[src/rtl/w5300_pkg.sv]
// Shared types and constants for the W5300 parallel-bus master and the
// blocks that sit on top of it.
package w5300_pkg;

    typedef enum logic [2:0] {
        ST_RST_LOW,
        ST_RST_WAIT,
        ST_IDLE,
        ST_SETUP,
        ST_STROBE,
        ST_HOLD,
        ST_RECOVER
    } w5300_state_e;

    localparam int W5300_RST_LOW_CYC  = 200;
    localparam int W5300_RST_WAIT_CYC = 1000000;
    localparam int W5300_SETUP_CYC    = 1;
    localparam int W5300_STROBE_CYC   = 7;
    localparam int W5300_HOLD_CYC     = 1;
    localparam int W5300_RECOVER_CYC  = 3;

    // Common-register word addresses for the register-access engine.
    localparam logic [9:0] W5300_MR   = 10'h000;
    localparam logic [9:0] W5300_IR   = 10'h002;
    localparam logic [9:0] W5300_IMR  = 10'h004;
    localparam logic [9:0] W5300_SHAR = 10'h008;
    localparam logic [9:0] W5300_GAR  = 10'h010;
    localparam logic [9:0] W5300_SUBR = 10'h014;
    localparam logic [9:0] W5300_SIPR = 10'h018;

    function automatic int max_int(input int a, input int b);
        return (a > b) ? a : b;
    endfunction

endpackage

[src/rtl/w5300_int_sync.sv]
// Two-flop synchroniser for the W5300 active-low interrupt; idles high so a
// reset never looks like a pending interrupt.
module w5300_int_sync (
    input  logic clk0,
    input  logic rst,
    input  logic async_i,
    output logic sync_o
);

    logic meta_q, meta_d;
    logic sync_q, sync_d;

    always_comb begin
        meta_d = async_i;
        sync_d = meta_q;
    end

    always_ff @(posedge clk0 or posedge rst) begin
        if (rst) begin
            meta_q <= 1'b1;
            sync_q <= 1'b1;
        end else begin
            meta_q <= meta_d;
            sync_q <= sync_d;
        end
    end

    assign sync_o = sync_q;

endmodule

[src/rtl/w5300_bus_ctrl.sv]
// W5300 16-bit direct-bus master: power-up reset sequence plus single-word
// read/write cycles with registered pins and a shared phase timer.
//
// state       | meaning
// RST_LOW     | reset_n driven low
// RST_WAIT    | reset_n high, waiting for W5300 PLL lock
// IDLE        | req_ready high, waiting for a request
// SETUP       | cs_n/addr (and write data) valid ahead of the strobe
// STROBE      | rd_n or we_n low
// HOLD        | strobe released, cs_n/addr/data still held
// RECOVER     | bus released, rsp_valid pulses on entry
module w5300_bus_ctrl
    import w5300_pkg::*;
#(
    parameter int RST_LOW_CYC  = W5300_RST_LOW_CYC,
    parameter int RST_WAIT_CYC = W5300_RST_WAIT_CYC,
    parameter int SETUP_CYC    = W5300_SETUP_CYC,
    parameter int STROBE_CYC   = W5300_STROBE_CYC,
    parameter int HOLD_CYC     = W5300_HOLD_CYC,
    parameter int RECOVER_CYC  = W5300_RECOVER_CYC
) (
    input  logic        clk0,
    input  logic        rst,
    input  logic        req_valid,
    output logic        req_ready,
    input  logic        req_we,
    input  logic [9:0]  req_addr,
    input  logic [15:0] req_wdata,
    output logic        rsp_valid,
    output logic [15:0] rsp_rdata,
    output logic        init_done,
    output logic        irq,
    input  logic        int_n,
    input  logic [15:0] data_i,
    output logic [15:0] data_o,
    output logic        data_oe,
    output logic [9:0]  addr,
    output logic        cs_n,
    output logic        rd_n,
    output logic        we_n,
    output logic        reset_n,
    output logic        rw_n
);

    localparam int MAX_CYC = max_int(max_int(max_int(RST_LOW_CYC, RST_WAIT_CYC),
                                             max_int(SETUP_CYC, STROBE_CYC)),
                                     max_int(HOLD_CYC, RECOVER_CYC));
    localparam int CNT_W = $clog2(MAX_CYC) + 1;

    // Each phase counts down from N-1 so a value of 1 means a single cycle.
    localparam logic [CNT_W-1:0] LD_RST_LOW  = CNT_W'(RST_LOW_CYC - 1);
    localparam logic [CNT_W-1:0] LD_RST_WAIT = CNT_W'(RST_WAIT_CYC - 1);
    localparam logic [CNT_W-1:0] LD_SETUP    = CNT_W'(SETUP_CYC - 1);
    localparam logic [CNT_W-1:0] LD_STROBE   = CNT_W'(STROBE_CYC - 1);
    localparam logic [CNT_W-1:0] LD_HOLD     = CNT_W'(HOLD_CYC - 1);
    localparam logic [CNT_W-1:0] LD_RECOVER  = CNT_W'(RECOVER_CYC - 1);

    w5300_state_e     state_q, state_d;
    logic [CNT_W-1:0] cnt_q, cnt_d;
    logic             we_lat_q, we_lat_d;
    logic             reset_n_q, reset_n_d;
    logic             cs_n_q, cs_n_d;
    logic             rd_n_q, rd_n_d;
    logic             we_n_q, we_n_d;
    logic [9:0]       addr_q, addr_d;
    logic [15:0]      data_o_q, data_o_d;
    logic             data_oe_q, data_oe_d;
    logic             rw_n_q, rw_n_d;
    logic             req_ready_q, req_ready_d;
    logic             rsp_valid_q, rsp_valid_d;
    logic [15:0]      rsp_rdata_q, rsp_rdata_d;
    logic             init_done_q, init_done_d;
    logic             cnt_zero;
    logic             int_sync;

    assign cnt_zero = (cnt_q == '0);

    always_comb begin
        state_d     = state_q;
        cnt_d       = cnt_q - CNT_W'(1);
        we_lat_d    = we_lat_q;
        reset_n_d   = reset_n_q;
        cs_n_d      = cs_n_q;
        rd_n_d      = rd_n_q;
        we_n_d      = we_n_q;
        addr_d      = addr_q;
        data_o_d    = data_o_q;
        data_oe_d   = data_oe_q;
        rw_n_d      = rw_n_q;
        req_ready_d = req_ready_q;
        rsp_valid_d = 1'b0;
        rsp_rdata_d = rsp_rdata_q;
        init_done_d = init_done_q;

        case (state_q)
            ST_RST_LOW: begin
                if (cnt_zero) begin
                    state_d   = ST_RST_WAIT;
                    cnt_d     = LD_RST_WAIT;
                    reset_n_d = 1'b1;
                end
            end
            ST_RST_WAIT: begin
                if (cnt_zero) begin
                    state_d     = ST_IDLE;
                    cnt_d       = '0;
                    init_done_d = 1'b1;
                    req_ready_d = 1'b1;
                end
            end
            ST_IDLE: begin
                cnt_d = cnt_q;
                if (req_valid && req_ready_q) begin
                    state_d     = ST_SETUP;
                    cnt_d       = LD_SETUP;
                    req_ready_d = 1'b0;
                    we_lat_d    = req_we;
                    cs_n_d      = 1'b0;
                    addr_d      = req_addr;
                    rw_n_d      = ~req_we;
                    data_oe_d   = req_we;
                    data_o_d    = req_we ? req_wdata : data_o_q;
                end
            end
            ST_SETUP: begin
                if (cnt_zero) begin
                    state_d = ST_STROBE;
                    cnt_d   = LD_STROBE;
                    rd_n_d  = we_lat_q;
                    we_n_d  = ~we_lat_q;
                end
            end
            ST_STROBE: begin
                if (cnt_zero) begin
                    state_d = ST_HOLD;
                    cnt_d   = LD_HOLD;
                    rd_n_d  = 1'b1;
                    we_n_d  = 1'b1;
                    if (!we_lat_q) rsp_rdata_d = data_i;
                end
            end
            ST_HOLD: begin
                if (cnt_zero) begin
                    state_d     = ST_RECOVER;
                    cnt_d       = LD_RECOVER;
                    cs_n_d      = 1'b1;
                    data_oe_d   = 1'b0;
                    rw_n_d      = 1'b1;
                    rsp_valid_d = 1'b1;
                end
            end
            ST_RECOVER: begin
                if (cnt_zero) begin
                    state_d     = ST_IDLE;
                    cnt_d       = '0;
                    req_ready_d = 1'b1;
                end
            end
            default: begin
                state_d = ST_RST_LOW;
                cnt_d   = LD_RST_LOW;
            end
        endcase
    end

    always_ff @(posedge clk0 or posedge rst) begin
        if (rst) begin
            state_q     <= ST_RST_LOW;
            cnt_q       <= LD_RST_LOW;
            we_lat_q    <= 1'b0;
            reset_n_q   <= 1'b0;
            cs_n_q      <= 1'b1;
            rd_n_q      <= 1'b1;
            we_n_q      <= 1'b1;
            addr_q      <= '0;
            data_o_q    <= '0;
            data_oe_q   <= 1'b0;
            rw_n_q      <= 1'b1;
            req_ready_q <= 1'b0;
            rsp_valid_q <= 1'b0;
            rsp_rdata_q <= '0;
            init_done_q <= 1'b0;
        end else begin
            state_q     <= state_d;
            cnt_q       <= cnt_d;
            we_lat_q    <= we_lat_d;
            reset_n_q   <= reset_n_d;
            cs_n_q      <= cs_n_d;
            rd_n_q      <= rd_n_d;
            we_n_q      <= we_n_d;
            addr_q      <= addr_d;
            data_o_q    <= data_o_d;
            data_oe_q   <= data_oe_d;
            rw_n_q      <= rw_n_d;
            req_ready_q <= req_ready_d;
            rsp_valid_q <= rsp_valid_d;
            rsp_rdata_q <= rsp_rdata_d;
            init_done_q <= init_done_d;
        end
    end

    w5300_int_sync u_int_sync (
        .clk0    (clk0),
        .rst     (rst),
        .async_i (int_n),
        .sync_o  (int_sync)
    );

    assign irq       = ~int_sync;
    assign req_ready = req_ready_q;
    assign rsp_valid = rsp_valid_q;
    assign rsp_rdata = rsp_rdata_q;
    assign init_done = init_done_q;
    assign data_o    = data_o_q;
    assign data_oe   = data_oe_q;
    assign addr      = addr_q;
    assign cs_n      = cs_n_q;
    assign rd_n      = rd_n_q;
    assign we_n      = we_n_q;
    assign reset_n   = reset_n_q;
    assign rw_n      = rw_n_q;

endmodule

[config.mk]
export PLATFORM = sky130hd
export DESIGN_NAME = w5300_bus_ctrl
export DESIGN_NICKNAME = d
export VERILOG_FILES = /design/src/rtl/w5300_pkg.sv /design/src/rtl/w5300_int_sync.sv /design/src/rtl/w5300_bus_ctrl.sv
export SDC_FILE = /design/constraint.sdc
export NUM_CORES = 1
export LEC_CHECK = 0
export CORE_MARGIN = 2
export CORE_UTILIZATION = 25
export CTS_CLUSTER_DIAMETER = 120
export DETAILED_ROUTE_END_ITERATION = 16
export PLACE_DENSITY_LB_ADDON = 0.12
export SYNTH_ARGS = -nofsm -noshare
export SYNTH_HDL_FRONTEND = slang
export SYNTH_SLANG_ARGS = --single-unit
[constraint.sdc]
create_clock -name clk0 -period 4.4 [get_ports clk0]
set_clock_uncertainty 0.15 [all_clocks]
set_input_delay 0.44 -clock clk0 [delete_from_list [all_inputs] [get_ports clk0]]
set_output_delay 0.44 -clock clk0 [all_outputs]
set_load 0.02 [all_outputs]
# After elaboration in Yosys (flattened, before gate mapping)
# Index checks and enable logic that the tools add are counted.
# word_totals
ff_bits,78
inputBits,47
output_inout_bits,52
wordCells,78
# classes
add_sub_neg,1
n_eq_ne,12
muxes,28
n_bitwise,3
reduce_logical,17
# op_table
cell,count
two-way mux 21 bit,5
one-hot mux 21 bit (5 select lines),1
zero test 21 bit,1
"subtractor 21 x 1 -> 21 bit, second input constant",1
two-way mux 3 bit,6
one-hot mux 3 bit (6 select lines),1
AND reduction 3 bit,5
one-hot mux 1 bit (2 select lines),6
"!= test 2 bit, second input constant",5
"equality test 3 bit, second input constant",3
two-way mux 1 bit,9
"equality test 3 x 2 -> 1 bit, second input constant",2
AND reduction 2 bit,3
AND reduction 6 bit,1
nonzero test 2 bit,3
"equality test 3 x 1 -> 1 bit, second input constant",1
zero test 3 bit,1
inverter 1 bit,3
OR reduction 3 bit,1
"!= test 2 x 1 -> 1 bit, second input constant",1
OR reduction 2 bit,1
logical AND 1 bit,1

# Longest topological paths before layout
# Gate-level depths: netlist of the first run.
# depth
ltp_word,4
mapped_depth,10
mapped_depth_nobuf,7

# Modules after synthesis
# From an unflattened synthesis of the first run, not the netlist that was laid out.
# hier_totals
cells_unflattened,357
area_unflattened_um2,3746.1
# modules_own_cells
module,n_inst,cells_per_inst,area_each_um2,seq_area_each_um2
w5300_bus_ctrl,1,354,3689.8,1913.1
w5300_int_sync,1,3,56.3,52.6

# Worst setup path after synthesis of the first run
# No wires, ideal clock.
# synth_timing
kind,reg2reg
startpoint,register cnt_q[11]
endpoint,register rsp_rdata_q[0] (netlist: rsp_rdata[0])
setup_time_ps,125
arrival_ps,2396
required_time_ps,4125
path_slack_ps,1729
stages_incl_launch_ff,9
path_buffers,3
period_less_slack_ps,2671
cell_sequence,dfrtp_1 > or4_1 > buf_2 > nor4_4 > nand4b_1 > or3_1 > buf_2 > buf_6 > mux2_4
# synth_between
elab_chain_cells,2
# synth_rtl
item,line,source
from (decl),w5300_bus_ctrl.sv:59,"logic [CNT_W-1:0] cnt_q, cnt_d;"
from (signal assigned),w5300_bus_ctrl.sv:185,cnt_q <= cnt_d;
zero test 21 bit,w5300_bus_ctrl.sv:76,assign cnt_zero = (cnt_q == '0);
AND reduction 3 bit (no line),-,
to (signal assigned),w5300_bus_ctrl.sv:197,rsp_rdata_q <= rsp_rdata_d;
to (decl),w5300_bus_ctrl.sv:71,"logic [15:0] rsp_rdata_q, rsp_rdata_d;"
# No other way between the ends.
# A chain may end at the register's enable or synchronous reset.

# Worst setup path in the final report of the first run
# layout_timing
startpoint,register cnt_q[11]
endpoint,register rsp_rdata_q[5] (netlist: rsp_rdata[5])
# The elaborated chain is that of the path after synthesis.

==> metrics.cfg, run 1 <==
[sta]
worstMarginPinSlew_ns = 0.914
tns_ns = 0
slew_headroom_pct = 39.0
min_period_ns = 3.18
rsz0062_at_grt = false
min_period_over_period_pct = 72.2
max_freq_mhz = 315
hold_viol = 0
fin_ws_ns = 1.22
slew_viol_final = 0
finalSetupViolCount = 0

[routing]
ant_nets = 0
drc_errors = 0
drt_iter0_drc = 163
dr.pass1.iters = 4
routed_via_density = 4.81
drt-total-wl_um = 10100
num_vias = 2908
routedWlPerCell_um = 16.7

[synth]
synth_fp_nets = 370
ys_warn_count = 0
yosys-top-cells-area = dfrtp_1 (46%), mux2_2 (9.9%), dfstp_2 (7.9%)
mappedNetlistArea_sq_um = 3640
ys_types = 52
synth_largest_area_cell = dfrtp_1
synth_top_area_share_pct = 46.1
netlist_instances = 321
synthFlopType = dfrtp_1
synth-seq-cells = 78
async_flop_share_pct = 100
yosysSeqAreaShare_pct = 54.1
synth.avg_cell_area_sq_um = 11.3
synth-edff-count = 0

[pwr]
powerDensity_nw_per_um2 = 301
cellLeakagePower_nw = 2.12
totalPowerFinal_mw = 1.53
ir_worst_vdd_uv = 166

[cells_and_area]
n_antenna_cell = 0
nFillCells = 1408
final_nets = 464
syn_to_final_growth_pct = 39.4
final_cells = 604
drive_gt1_share_pct = 19.3

[setup_path]
required_ns = 4.48
arrival_ns = 3.25
crit_chain = or4_1, nor4_4, nand4b_1, or3_1, mux2_4
max_stage_delay_ns = 0.74
crit_path_max_fanout = 16
crit_type = reg2reg
slowest_stage = or4_1
worstSetupStartpointType = flip-flop
end_kind = flip-flop

[grt]
grt_max_degree = 53
grt_pass1_wl_um = 16500
grt_pass1_vias = 2994
grt_use_total_pct = 13.6
grt.overflow.total = 0
antenna_found_initial = 0

[clock_network]
cts_max_path_buffers = 2
cts_resized = 0
cts_tree = done
clkTransAtPathRegs_ns = 0.06
cts-root-buf = clkbuf_16
cts_setup_buffers = 0
cts_made_buffers = 9
holdBufCountCts = 0
clk_latency_ns = 0.34
htreeDepth = 3
clock-sinks = 78

[floorplanning]
rows = 44
die_x_um = 125
initial_core_util_pct = 25.3
dieArea_sq_um = 15500
pin_count = 99
die_h_um = 125
core_region_area_sq_um = 14400

[placement]
place_congestion = 0.808
pre_cts_ws_ns = 1.26
dp_hpwl_um = 6950
post-place-cells = 588
io_buffers = 98

[outcome]
outcome = completed

[worst_hold_path]
min_path_type = reg2reg

[run]
cap_violations = 0

-- final timing paths --
check / cells past startpoint / endpoint / slack [ns] / startpoint
hold / removal: 0 / u_int_sync.sync_o / 0.21 / u_int_sync.meta_q
min in group asynchronous: 2 / rsp_rdata[8] / 0.45 / rst
setup / recovery: 5 / rsp_rdata[5] / 1.22 / cnt_q[11]
max in group asynchronous: 3 / cnt_q[0] / 2.71 / rst
setup reg to reg: 5 / rsp_rdata[5] / 1.22 / cnt_q[11]
hold reg to reg: 0 / u_int_sync.sync_o / 0.21 / u_int_sync.meta_q
-- report_power, final --
group	switching (mW)	internal (mW)	total (mW)
registers	0.00432	0.727	0.731
clock network	0.305	0.398	0.703
logic	0.0358	0.0574	0.0932
total	0.345	1.18	1.53
-- registers in the layout, summed over array words and instances (netlist names) --
signal and flops:
cnt_q 21, data_o 16, rsp_rdata 16, addr 10
state_q 3, cs_n 1, data_oe 1, init_done 1
rd_n 1, req_ready 1, reset_n 1, rsp_valid 1
rw_n 1, u_int_sync.meta_q 1, u_int_sync.sync_o 1, we_lat_q 1
we_n 1
-- synth_stat cells, types with 2 or more instances --
master and count:
nand2_1 18, inv_1 13, ha_1 2, mux2_4 10
nor3_1 10, buf_2 3, dfstp_2 11, a21o_1 3
a31oi_1 6, or4_1 4, o22ai_1 4, nand4_1 3
clkbuf_1 13, nand2b_1 2, o211ai_1 3, or3b_2 2
mux2_2 32, a22o_1 3, o31a_1 2, nor4_1 8
a21oi_1 18, o21ai_0 22, dfrtp_1 67, a221o_1 4
and3_1 4, or3_1 2, nor2_1 18, o2bb2ai_1 4
nand3_1 7
-- cell usage in the layout, fill, tap and decap left out, drive strengths merged, types with 3 or more instances in the layout --
cell type	instances
clkdlybuf4s50	98
dfrtp	67
mux2	42
o21ai	23
nor2	19
nand2	18
a21oi	18
inv	12
dfstp	11
nor3	11
clkbuf	11
nor4	9
nand3	7
a31oi	6
clkinv	5
or4	4
and3	4
o2bb2ai	4
o22ai	4
a221o	4
nand4	3
o211ai	3
a22o	3
a21o	3
buf	3
-- cell families (layout without fill, tap and decap cells) --
logic type	Yosys count	after routing	share of synthesized area, %
DFF	78	78	54.1
adders and majority gates	3	3	0.963
and+or+nand+nor	88	88	13.3
buffers and inverters	31	130	3.51
AOI/OAI and AO/OA	79	79	14.1
muxes	42	42	14.0
-- metal layers --
metal  up-vias  wire [um]  share of wire [%]  global-route usage, %
li1       1370          -                  -                      -
met1      1442       4540                 45                   17.8
met2        87       4880                 48                   21.4
met3         9        576                5.7                   4.08
met4         0        106                1.0                   4.63
met5         -          0                  0                      0
-- per-stage QoR --
stage | util [%] | area [sq um] | hold slack (ns)
after floorplan | - | 3640 | 0.195
after global placement | 33.4 | 4790 | 0.196
after detailed placement | 33.4 | 4790 | 0.198
after CTS | 35.3 | 5070 | 0.208
after global routing | 35.3 | 5070 | 0.218
final | 35.3 | 5070 | 0.207
-- layout make-up --
type / instances / area, sq um / share of cell area [%]
tap: 184 / 230 / 4.54
clock buffer: 11 / 243 / 4.79
multi-input combinational: 212 / 1540 / 30.4
clock inverter: 5 / 35.0 / 0.691
sequential: 78 / 1970 / 38.8
timing repair buffer: 101 / 1000 / 19.8
inverter: 13 / 50.0 / 0.987
-- critical path: cells and delay by family (launching register included) --
family | cells | cell delay, ns
flip-flops | 1 | 0.43
multiplexers | 1 | 0.43
AND/OR/NAND/NOR | 4 | 2.04
No activity file was read; power rests on OpenSTA's default activity.
==> inputs of run 2 (changes only) <==
clock period = 3.2 ns   (was 4.4 ns; I/O delays follow)
==> metrics.cfg, run 2 (synthesis gave the netlist of run 1 again) <==
[outcome]
outcome = completed

[clock_network]
htreeDepth = 3  ; unchanged
holdBufCountCts = 0  ; unchanged
clock-sinks = 78  ; unchanged
clkTransAtPathRegs_ns = 0.06  ; about the same
cts_made_buffers = 9  ; unchanged
cts_resized = 0  ; unchanged
cts_max_path_buffers = 2  ; unchanged
cts-root-buf = clkbuf_16
clk_latency_ns = 0.34  ; about the same
cts_tree = done
cts_setup_buffers = 0  ; unchanged

[grt]
grt_pass1_wl_um = 16600  ; +0.42%
antenna_found_initial = 0  ; unchanged
grt_use_total_pct = 13.6  ; -0.015 points
grt_max_degree = 79  ; +49%
grt_pass1_vias = 3017  ; +0.77%
grt.overflow.total = 0  ; unchanged

[setup_path]
arrival_ns = 3.01  ; -0.24 ns
cp.buffers_inverters = 0  ; unchanged
cp_top_family = simple AND/OR/NAND/NOR gates
end_kind = flip-flop
slowest_stage = or4_1
worstSetupStartpointType = flip-flop
timing.rr.start = cnt_q[11]
required_ns = 3.32  ; -1.16 ns
max_stage_delay_ns = 0.63  ; -0.11 ns
rr_endpoint = cnt_q[7]
crit_path_frequent_cell = or4_1
rrSetupSlack_ns = 0.31  ; -0.92 ns
crit_path_max_fanout = 12  ; -4
crit_type = reg2reg
worstRegToRegCells = 5  ; unchanged
crit_path_start = cnt_q[11]
crit_chain = or4_1, or4_1, o21ai_2, o21ai_0, a221o_1

[placement]
post-place-cells = 596  ; +1.4%
io_buffers = 98  ; unchanged
place_congestion = 0.793  ; -1.8%
dp_hpwl_um = 7060  ; +1.5%

[cells_and_area]
layout.area.seq_sq_um = 1970  ; unchanged
nFillCells = 1395  ; -0.92%
final_cells = 612  ; +1.3%
layout_common_cells = clkdlybuf4s50_1 (98), dfrtp_1 (67), mux2_2 (32), o21ai_0 (22)
drive_gt1_share_pct = 20.8  ; +1.5 points
multi_input_area_sq_um = 1540  ; unchanged
largest_register = cnt_q
syn_to_final_growth_pct = 43.4
n_antenna_cell = 0  ; unchanged
layout_commonest_cell = clkdlybuf4s50_1
final_nets = 472  ; +1.7%
largest_reg_flops = 21  ; unchanged

[floorplanning]
dieArea_sq_um = 15500  ; unchanged
rows = 44  ; unchanged
initial_core_util_pct = 25.3  ; unchanged
die_h_um = 125  ; unchanged
core_region_area_sq_um = 14400  ; unchanged
die_x_um = 125  ; unchanged
pin_count = 99  ; unchanged

[pwr]
cellLeakagePower_nw = 2.19  ; +3.4%
powerDensity_nw_per_um2 = 449  ; +49%
switchingPower_uw = 474  ; +37%
p_sw_share_pct = 20.3  ; -2.4 points
pwr-share-comb_pct = 5.6  ; -0.5 points
cell_internal_pwr_mw = 1.87  ; +58%
clock_power_share_pct = 51.5  ; +5.5 points
p_seq_share_pct = 42.9  ; -5.0 points
ir_worst_vdd_uv = 241  ; +45%

[worst_hold_path]
hold_depth = 0  ; unchanged
min_from = u_int_sync.meta_q
hold_path_end = u_int_sync.sync_o
min_path_type = reg2reg

[routing]
ant_nets = 0  ; unchanged
routedWlPerCell_um = 16.5  ; -1.3%
drt-total-wl_um = 10100  ; unchanged
drt_iter0_drc = 118  ; -28%
dr.pass1.iters = 4  ; unchanged
drc_errors = 0  ; unchanged
routed_via_density = 4.87  ; +1.1%
num_vias = 2978  ; +2.4%

[sta]
slew_headroom_pct = 59.7  ; +21 points
rsz0062_at_grt = false
min_period_ns = 2.89  ; -0.285 ns
hold_viol = 0  ; unchanged
worstMarginPinSlew_ns = 0.604  ; -0.309 ns
tns_ns = 0  ; unchanged
max_freq_mhz = 346  ; +9.8%
slew_viol_final = 0  ; unchanged
min_period_over_period_pct = 90.3  ; +18 points
finalSetupViolCount = 0  ; unchanged

[run]
cap_violations = 0  ; unchanged

-- run 2: area by class of cell --
class | count | area share (%)
Sequential cell | 78 | 37.7
Multi-Input combinational cell | 212 | 29.6
Timing Repair Buffer | 109 | 20.6
Inverter | 13 | 0.960
Tap cell | 184 | 4.42
Clock buffer | 11 | 4.66
Clock inverter | 5 | 2.04
-- run 2: through the flow --
stage / hold slack [ns] / total power, mW / util, % / instance area (sq um) / setup slack [ns]
2_1_floorplan: 0.174 / 1.06 / - / 3640 / 0.529
3_3_place_gp: 0.196 / 1.16 / 33.9 / 4860 / 0.364
3_5_place_dp: 0.199 / 1.16 / 33.9 / 4860 / 0.344
4_1_cts: 0.209 / 2.38 / 36.3 / 5210 / 0.329
5_1_grt: 0.215 / 2.43 / 36.3 / 5210 / 0.185
6_report: 0.206 / 2.34 / 36.3 / 5210 / 0.309
-- run 2: routing by layer --
layer	track usage, %	vias up	routed length (um)
li1	-	1388	-
met1	17.5	1502	4390
met2	21.0	71	4890
met3	3.52	17	561
met4	6.81	0	263
met5	0	-	0
-- run 2: power groups by stage --
stage	clock [mW]	combinational, mW	sequential (mW)
after floorplan	0	0.0288	1.04
after global placement	0	0.133	1.02
after detailed placement	0	0.134	1.02
after CTS	1.25	0.134	1.01
after global routing	1.28	0.141	1.01
final	1.21	0.130	1.01
-- run 2: worst max-delay path by stage --
stage	end	slack (ns)	depth (start not counted)
floorplan	rsp_rdata[0]	0.53	8
global placement	cnt_q[7]	0.36	5
detailed placement	cnt_q[7]	0.34	5
CTS	cnt_q[7]	0.33	5
global route	cnt_q[7]	0.18	5
finish	cnt_q[7]	0.31	5
